<file path="src/rtl/color_sensor_pkg.sv">
// Shared constants and types for the colour-sensor front end and its consumer.
// Defaults assume a 100 MHz system clock.
package color_sensor_pkg;

    localparam int unsigned CLK_HZ        = 100_000_000;
    localparam int unsigned SETTLE_CYCLES = 10_000;
    localparam int unsigned WINDOW_CYCLES = 1_000_000;
    localparam int unsigned FREQ_W        = 20;

    typedef enum logic [1:0] {
        IDLE   = 2'd0,
        SETTLE = 2'd1,
        COUNT  = 2'd2,
        DONE   = 2'd3
    } state_e;

    localparam logic [1:0] RED   = 2'd0;
    localparam logic [1:0] GREEN = 2'd1;
    localparam logic [1:0] BLUE  = 2'd2;
    localparam logic [1:0] NONE  = 2'd3;

endpackage

</file>
<file path="src/rtl/sync_edge_detect.sv">
// Two-flop synchronizer for an asynchronous input plus a one-cycle rising-edge
// pulse taken from the synchronized side.
module sync_edge_detect (
    input  logic clk,
    input  logic rst,
    input  logic din,
    output logic rise
);

    logic sync1;
    logic sync2;
    logic sync3;

    always_ff @(posedge clk or posedge rst) begin
        if (rst) begin
            sync1 <= 1'b0;
            sync2 <= 1'b0;
            sync3 <= 1'b0;
        end else begin
            sync1 <= din;
            sync2 <= sync1;
            sync3 <= sync2;
        end
    end

    assign rise = sync2 & ~sync3;

endmodule

</file>
<file path="src/rtl/color_freq_counter.sv">
// Gated rising-edge counter for one colour-filter measurement: settle, count
// over a fixed window, then hold the result with a done handshake.
module color_freq_counter #(
    parameter int unsigned SETTLE_CYCLES = color_sensor_pkg::SETTLE_CYCLES,
    parameter int unsigned WINDOW_CYCLES = color_sensor_pkg::WINDOW_CYCLES,
    parameter int unsigned FREQ_W        = color_sensor_pkg::FREQ_W
) (
    input  logic              clock,
    input  logic              reset,
    input  logic              colorsignal,
    input  logic              enable,
    output logic              done_count,
    output logic [FREQ_W-1:0] freq,
    output logic              overflow
);

    import color_sensor_pkg::*;

    localparam int unsigned TIMER_MAX = (SETTLE_CYCLES > WINDOW_CYCLES) ? SETTLE_CYCLES : WINDOW_CYCLES;
    localparam int unsigned TIMER_W   = $clog2(TIMER_MAX + 1);

    // SETTLE exits when the timer reaches SETTLE_CYCLES, so done lands at k+1+SETTLE+WINDOW.
    localparam logic [TIMER_W-1:0] SETTLE_LAST = TIMER_W'(SETTLE_CYCLES);
    localparam logic [TIMER_W-1:0] WINDOW_LAST = TIMER_W'(WINDOW_CYCLES - 1);

    localparam logic [1:0] ST_IDLE   = IDLE;
    localparam logic [1:0] ST_SETTLE = SETTLE;
    localparam logic [1:0] ST_COUNT  = COUNT;
    localparam logic [1:0] ST_DONE   = DONE;

    logic [1:0]         state;
    logic [TIMER_W-1:0] timer;
    logic [FREQ_W-1:0]  acc;
    logic               sticky;
    logic               rise;
    logic [FREQ_W-1:0]  acc_next;
    logic               sticky_next;

    sync_edge_detect u_sync (
        .clk  (clock),
        .rst  (reset),
        .din  (colorsignal),
        .rise (rise)
    );

    // Saturating accumulate; an edge lost to saturation marks the window as overflowed.
    always_comb begin
        acc_next    = acc;
        sticky_next = sticky;
        if (rise) begin
            if (acc == '1) begin
                sticky_next = 1'b1;
            end else begin
                acc_next = acc + 1'b1;
            end
        end
    end

    always_ff @(posedge clock or posedge reset) begin
        if (reset) begin
            state      <= ST_IDLE;
            timer      <= '0;
            acc        <= '0;
            sticky     <= 1'b0;
            freq       <= '0;
            overflow   <= 1'b0;
            done_count <= 1'b0;
        end else begin
            case (state)
                ST_IDLE: begin
                    if (enable) begin
                        state  <= ST_SETTLE;
                        timer  <= '0;
                        acc    <= '0;
                        sticky <= 1'b0;
                    end
                end
                ST_SETTLE: begin
                    if (!enable) begin
                        state <= ST_IDLE;
                    end else if (timer == SETTLE_LAST) begin
                        state <= ST_COUNT;
                        timer <= '0;
                    end else begin
                        timer <= timer + 1'b1;
                    end
                end
                ST_COUNT: begin
                    if (!enable) begin
                        state <= ST_IDLE;
                    end else if (timer == WINDOW_LAST) begin
                        freq       <= acc_next;
                        overflow   <= sticky_next;
                        done_count <= 1'b1;
                        state      <= ST_DONE;
                    end else begin
                        acc    <= acc_next;
                        sticky <= sticky_next;
                        timer  <= timer + 1'b1;
                    end
                end
                ST_DONE: begin
                    if (!enable) begin
                        done_count <= 1'b0;
                        state      <= ST_IDLE;
                    end
                end
                default: begin
                    state <= ST_IDLE;
                end
            endcase
        end
    end

endmodule

</file>
<file path="config.mk">
export PLATFORM = sky130hd
export DESIGN_NAME = color_freq_counter
export DESIGN_NICKNAME = d
export VERILOG_FILES = /design/src/rtl/color_sensor_pkg.sv /design/src/rtl/sync_edge_detect.sv /design/src/rtl/color_freq_counter.sv
export SDC_FILE = /design/constraint.sdc
export NUM_CORES = 1
export LEC_CHECK = 0
export BUFFER_PORTS_ARGS = -buffer_cell sky130_fd_sc_hd__buf_4
export CORE_ASPECT_RATIO = 1.1
export CORE_MARGIN = 2
export CORE_UTILIZATION = 50
export CTS_CLUSTER_SIZE = 25
export DETAILED_ROUTE_END_ITERATION = 8
export PLACE_DENSITY = 0.68
export SYNTH_ARGS = -nofsm -noshare
export SYNTH_HDL_FRONTEND = slang
export SYNTH_HIERARCHICAL = 1
export SYNTH_SLANG_ARGS = --single-unit
</file>
<file path="constraint.sdc">
create_clock -name clock -period 3.4 [get_ports clock]
set_clock_uncertainty 0.2 [all_clocks]
set_input_delay 0.51 -clock clock [delete_from_list [all_inputs] [get_ports clock]]
set_output_delay 0.51 -clock clock [all_outputs]
set_load 0.05 [all_outputs]
</file>
==> out/metrics.cfg, run 1 <==
[global_routing]
antenna_found_initial=0
grt_util_all_layers_pct=21.6
grt-ovfl-total=0
grt_max_degree=43
grt_pass1_vias=3176
grt_first_pass_wirelength_mm=14.6

[cts]
cts.root.buffer_cell=clkbuf_8
clkTransAtPathRegs_ns=0.08
tritoncts=yes
cts.sinks=68
cts_setup_buffers=0
ctsResizeCount=0
clockBufferDepth=2
clkLatencyLatePin_ns=0.35
cts_made_buffers=9
cts-htree-levels=3

[place]
pre_cts_ws_ns=0.703
portBuffers=25
hpwl_mm=5.99
gp_congestion=0.855
placed_area_sq_um=4150

[floorplan]
coreArea_sq_um=7510
start_util_pct=51.9
die-area_sq_um=8530
ios=26
die_y_um=96.7
core.rowCount=33
die_w_um=88.2

[yosys]
synth-seq-cells=68
synth_most_common_cell=dfrtp_1
synthCells=433
ys_top_cells_by_area=dfrtp_1 (44%), o21ai_0 (5.5%), xnor2_1 (3.6%), a21oi_1 (3.5%), nand2_1 (3.3%)
synth_edf_count=0
syn_area_per_cell_sq_um=9.02
synth-main-ff-cell=dfrtp_1
ys_types=60
synth_top_cell_area_share_pct=43.6
syn_nets=444
synthTopCellsByCount=dfrtp_1 (68), o21ai_0 (43), nand2_1 (34)
async_reset_ff_share_pct=100
yosysTopAreaCell=dfrtp_1
synth-seq-area-share_pct=43.6
syn_area_sq_um=3900
yosysWarnings=6

[route]
drcViolationCount=0
drtIter0Drc=140
first_pass_iters=4
drt-wirelength-per-cell_um=15.0
routed-via-count=3237
wl_mm=8.47
ant_nets=0
via_per_inst=5.74

[timing]
fin_crit_ns=2.73
worst_pin_slew_ns=1.05
clock.fmax_mhz=366
hold_slack_ns=0.0662
drv_slew=0
setup_viol_count_final=0
grt_setup_unrepaired=false
min_period_over_period_pct=80.4
maxSlewHeadroom_pct=30.0
hold_violations=0
setup_slack_ns=0.666
finalSetupTns_ns=0

[cells_and_area]
fin_area_sq_um=4380
syn_to_final_growth_pct=12.2
fillCellCount=692
drive_gt1_share_pct=13.5
diodes=0
final-seq-area_sq_um=1700
final_util_pct=58.3
nets=465
multi_input_area_sq_um=1970

[status]
status=finished clean

[worst_hold_path]
hold_class=input pin to register

[setup_path]
critPathLaunchType=register
cp_slowest_cell=or4b_1
cp.required_ns=3.48
cp_max_fo=23
critPathMaxStageDelay_ns=0.59
critical_path_class=register to register
path_cells=or4b_1 -> nor4_4 -> a21boi_2 -> or4_4 -> o211ai_2
end_kind=register
cp.arrival_ns=2.81

[job]
cap_violations=0

[pwr]
peakVddDrop_mv=0.236
p_leak_nw=1.81
powerDensity_nw_per_um2=476

==> per-layer routing <==
metal / vias to the layer above / wire, um / GRT usage [%]
li1: 1623 / - / -
met1: 1554 / 3750 / 26.5
met2: 41 / 4320 / 35.5
met3: 19 / 211 / 4.35
met4: 0 / 191 / 11.0
met5: - / 0 / 0
==> final timing paths <==
kind                                    from           end  slack, ns  cells after the start
worst max-delay path                timer[8]      state[1]       0.67                      5
worst min-delay path             colorsignal  u_sync/sync1       0.07                      1
worst max register to register      timer[8]      state[1]       0.67                      5
worst min register to register  u_sync/sync1  u_sync/sync2       0.16                      0
max in group asynchronous              reset       acc[13]       1.95                      4
min in group asynchronous              reset  u_sync/sync2       0.39                      3
==> state kept, by name, summed over array words and instances (netlist names) <==
signal and cells:
acc 20, freq 20, timer 20, state 2, done_count 1, overflow 1
sticky 1, u_sync/sync1 1, u_sync/sync2 1, u_sync/sync3 1
==> kinds of logic (layout without fill, tap and decap cells) <==
logic type	after synthesis	count (layout)	share of synthesized area, %
AO/OA/AOI/OAI	130	130	21.0
XOR/XNOR	18	18	4.04
adder cells (fa/ha/maj)	7	7	2.24
buffers and inverters	53	79	5.83
flip-flops	68	68	43.6
multiplexers	2	2	0.545
AND/OR/NAND/NOR	155	155	22.8
==> layout by cell type (no fill, tap or decap), types with 12 or more instances in the layout <==
master,count
a21oi_1,27
buf_4,30
dfrtp_1,68
inv_1,31
nand2_1,34
nand3_1,22
nand4_1,15
nor2_1,21
nor3_1,12
o21ai_0,43
xnor2_1,16
==> per-stage QoR <==
stage          power, W  instances
6_report        0.00208        564
5_1_grt         0.00221        564
4_1_cts         0.00210        564
3_5_place_dp    0.00136        547
3_3_place_gp    0.00135        547
2_1_floorplan   0.00127        433
==> worst max-delay path, delay by kind of cell, from the launching register on <==
kind	cells	cell delay [ns]
flops	1	0.43
simple gates	3	1.57
compound gates	2	0.45
==> report_power, final <==
part / internal [W] / total [W] / leakage [nW] / switching [W]
Sequential: 0.000827 / 0.000849 / 0.936 / 0.0000217
Clock: 0.000413 / 0.000732 / 0.102 / 0.000319
Combinational: 0.000162 / 0.000502 / 0.772 / 0.000341
Total: 0.00140 / 0.00208 / 1.81 / 0.000681
==> area by class of cell <==
| cell class | instances | share of cell area (%) |
|---|---|---|
| Tap cell | 105 | 3.00 |
| Clock buffer | 10 | 2.91 |
| Inverter | 32 | 2.74 |
| Sequential cell | 68 | 38.9 |
| Multi-Input combinational cell | 312 | 45.1 |
| Clock inverter | 6 | 2.03 |
| Timing Repair Buffer | 31 | 5.37 |
==> timing repair <==
item / CTS / global route
endpoints found under the setup margin: 0 / 0
hold buffers: 1 / 0
hold endpoints to repair: 3 / 0
Note: power is estimated with default switching activity, not from simulation.
==> run 2, diff against run 1 <==
==> constraint.sdc (replaced) <==
create_clock -name clock -period 2.8 [get_ports clock]
set_clock_uncertainty 0.2 [all_clocks]
set_input_delay 0.42 -clock clock [delete_from_list [all_inputs] [get_ports clock]]
set_output_delay 0.42 -clock clock [all_outputs]
set_load 0.05 [all_outputs]
==> run 2 against run 1 <==
  * Hold slack improved by 0.085 ns
  * Global-route usage is 0.20 points higher
  * Design area is 3.8% higher
  * Core utilization is 2.2 points higher
  * Maximum frequency rose by 5.0%
  * Sequential share of layout area shrank 1.4 points
  * Count of clock-buffer cells in the layout grew 1
  * Cell count grew 2.5%
==> out/metrics.cfg, run 2 (synthesized netlist as in run 1, its figures left out) <==
[floorplan]
die_w_um=88.2
die-area_sq_um=8530
start_util_pct=51.9
coreArea_sq_um=7510
die_y_um=96.7
ios=26
core.rowCount=33

[cells_and_area]
fillCellCount=675
diodes=0
final_common_cell=dfrtp_1
largestRegisters=acc (20), freq (20), timer (20)
mostFrequentLayoutCells=dfrtp_1 (68), o21ai_0 (43), buf_4 (42)
fin_area_sq_um=4540
multi_input_area_sq_um=1980
final-seq-area_sq_um=1700
fin_cells=578
drive_gt1_share_pct=16.3
nets=479
syn_to_final_growth_pct=16.4

[pwr]
p_leak_nw=1.91
powerDensity_nw_per_um2=598
peakVddDrop_mv=0.346

[global_routing]
grt_first_pass_wirelength_mm=15.1
antenna_found_initial=0
grt_max_degree=42
grtUsageMet1_pct=27.0
use_met2_pct=38.3
grt_util_all_layers_pct=21.8
busiest_layer=met2
grt-ovfl-total=0
grt_use_met3_pct=3.92
grt_pass1_vias=3302

[setup_path]
cp_top_family=simple AND/OR/NAND/NOR gates
end_kind=register
critical_path_class=register to register
cp.arrival_ns=2.63
critPathLaunchType=register
critPathMaxStageDelay_ns=0.59
cp.required_ns=2.83
path_cells=or4_4 -> nor3b_4 -> a31o_2 -> nor2_1 -> a22o_1
worst-path-buf-inv=0
cp_slowest_cell=or4_4
cp_max_fo=21

[route]
drtIter0Drc=183
routed-via-count=3326
drcViolationCount=0
ant_nets=0
via_per_inst=5.75
drt-wirelength-per-cell_um=15.2
first_pass_iters=5
wl_mm=8.79

[place]
gp_congestion=0.853
pre_cts_ws_ns=0.221
portBuffers=25
dp.cells=560
placed_area_sq_um=4260
hpwl_mm=6.30

[timing]
grt_setup_unrepaired=false
setup_viol_count_final=0
fin_crit_ns=2.60
min_period_over_period_pct=93.0
maxSlewHeadroom_pct=44.7
hold_violations=0
hold_slack_ns=0.151
setup_slack_ns=0.197
drv_slew=0
worst_pin_slew_ns=0.829
finalSetupTns_ns=0
clock.fmax_mhz=384

[cts]
clkLatencyLatePin_ns=0.34
cts.sinks=68
clockBufferDepth=2
cts.root.buffer_cell=clkbuf_8
cts_made_buffers=9
clkTransAtPathRegs_ns=0.08
cts-htree-levels=3
tritoncts=yes
cts_setup_buffers=0

[status]
status=finished clean

[job]
cap_violations=0

[worst_hold_path]
hold_class=register to register

run 2: final cells by class:
cell class | instances | share of cell area (%)
Multi-Input combinational cell | 312 | 43.5
Sequential cell | 68 | 37.4
Timing Repair Buffer | 45 | 7.82
Clock buffer | 11 | 3.33
Tap cell | 105 | 2.89
Inverter | 32 | 2.64
Clock inverter | 5 | 2.34
run 2: final timing paths:
path / from / to / slack, ns / depth (start not counted)
min: u_sync/sync1 / u_sync/sync2 / 0.15 / 0
max reg2reg: timer[11] / timer[2] / 0.20 / 5
max in group asynchronous: reset / timer[15] / 1.13 / 4
min reg2reg: u_sync/sync1 / u_sync/sync2 / 0.15 / 0
max: timer[11] / timer[2] / 0.20 / 5
min in group asynchronous: reset / u_sync/sync1 / 0.33 / 3
run 2: report_power, final:
group / leakage [nW] / switching [W] / internal (W)
Combinational: 0.848 / 0.000426 / 0.000229
Clock: 0.126 / 0.000389 / 0.000644
Sequential: 0.936 / 0.0000257 / 0.00100
run 2: timing repair:
item	CTS	global route
hold buffers	2	0
setup endpoints to repair	0	7
gates resized for setup	0	1
hold endpoints to repair	4	0
run 2: metal layers:
metal | part of all wire (%) | vias up | wire (um)
met5 | 0 | - | 0
met3 | 3.0 | 8 | 260
met1 | 43 | 1613 | 3750
li1 | - | 1643 | -
met2 | 53 | 62 | 4700
met4 | 0.90 | 0 | 79
run 2: metrics by stage:
step                      util, %  total power (W)
final                        60.5          0.00272
after global routing         60.5          0.00288
after CTS                    60.4          0.00274
after detailed placement     56.7          0.00170
after global placement       56.7          0.00168
after floorplan                 -          0.00154
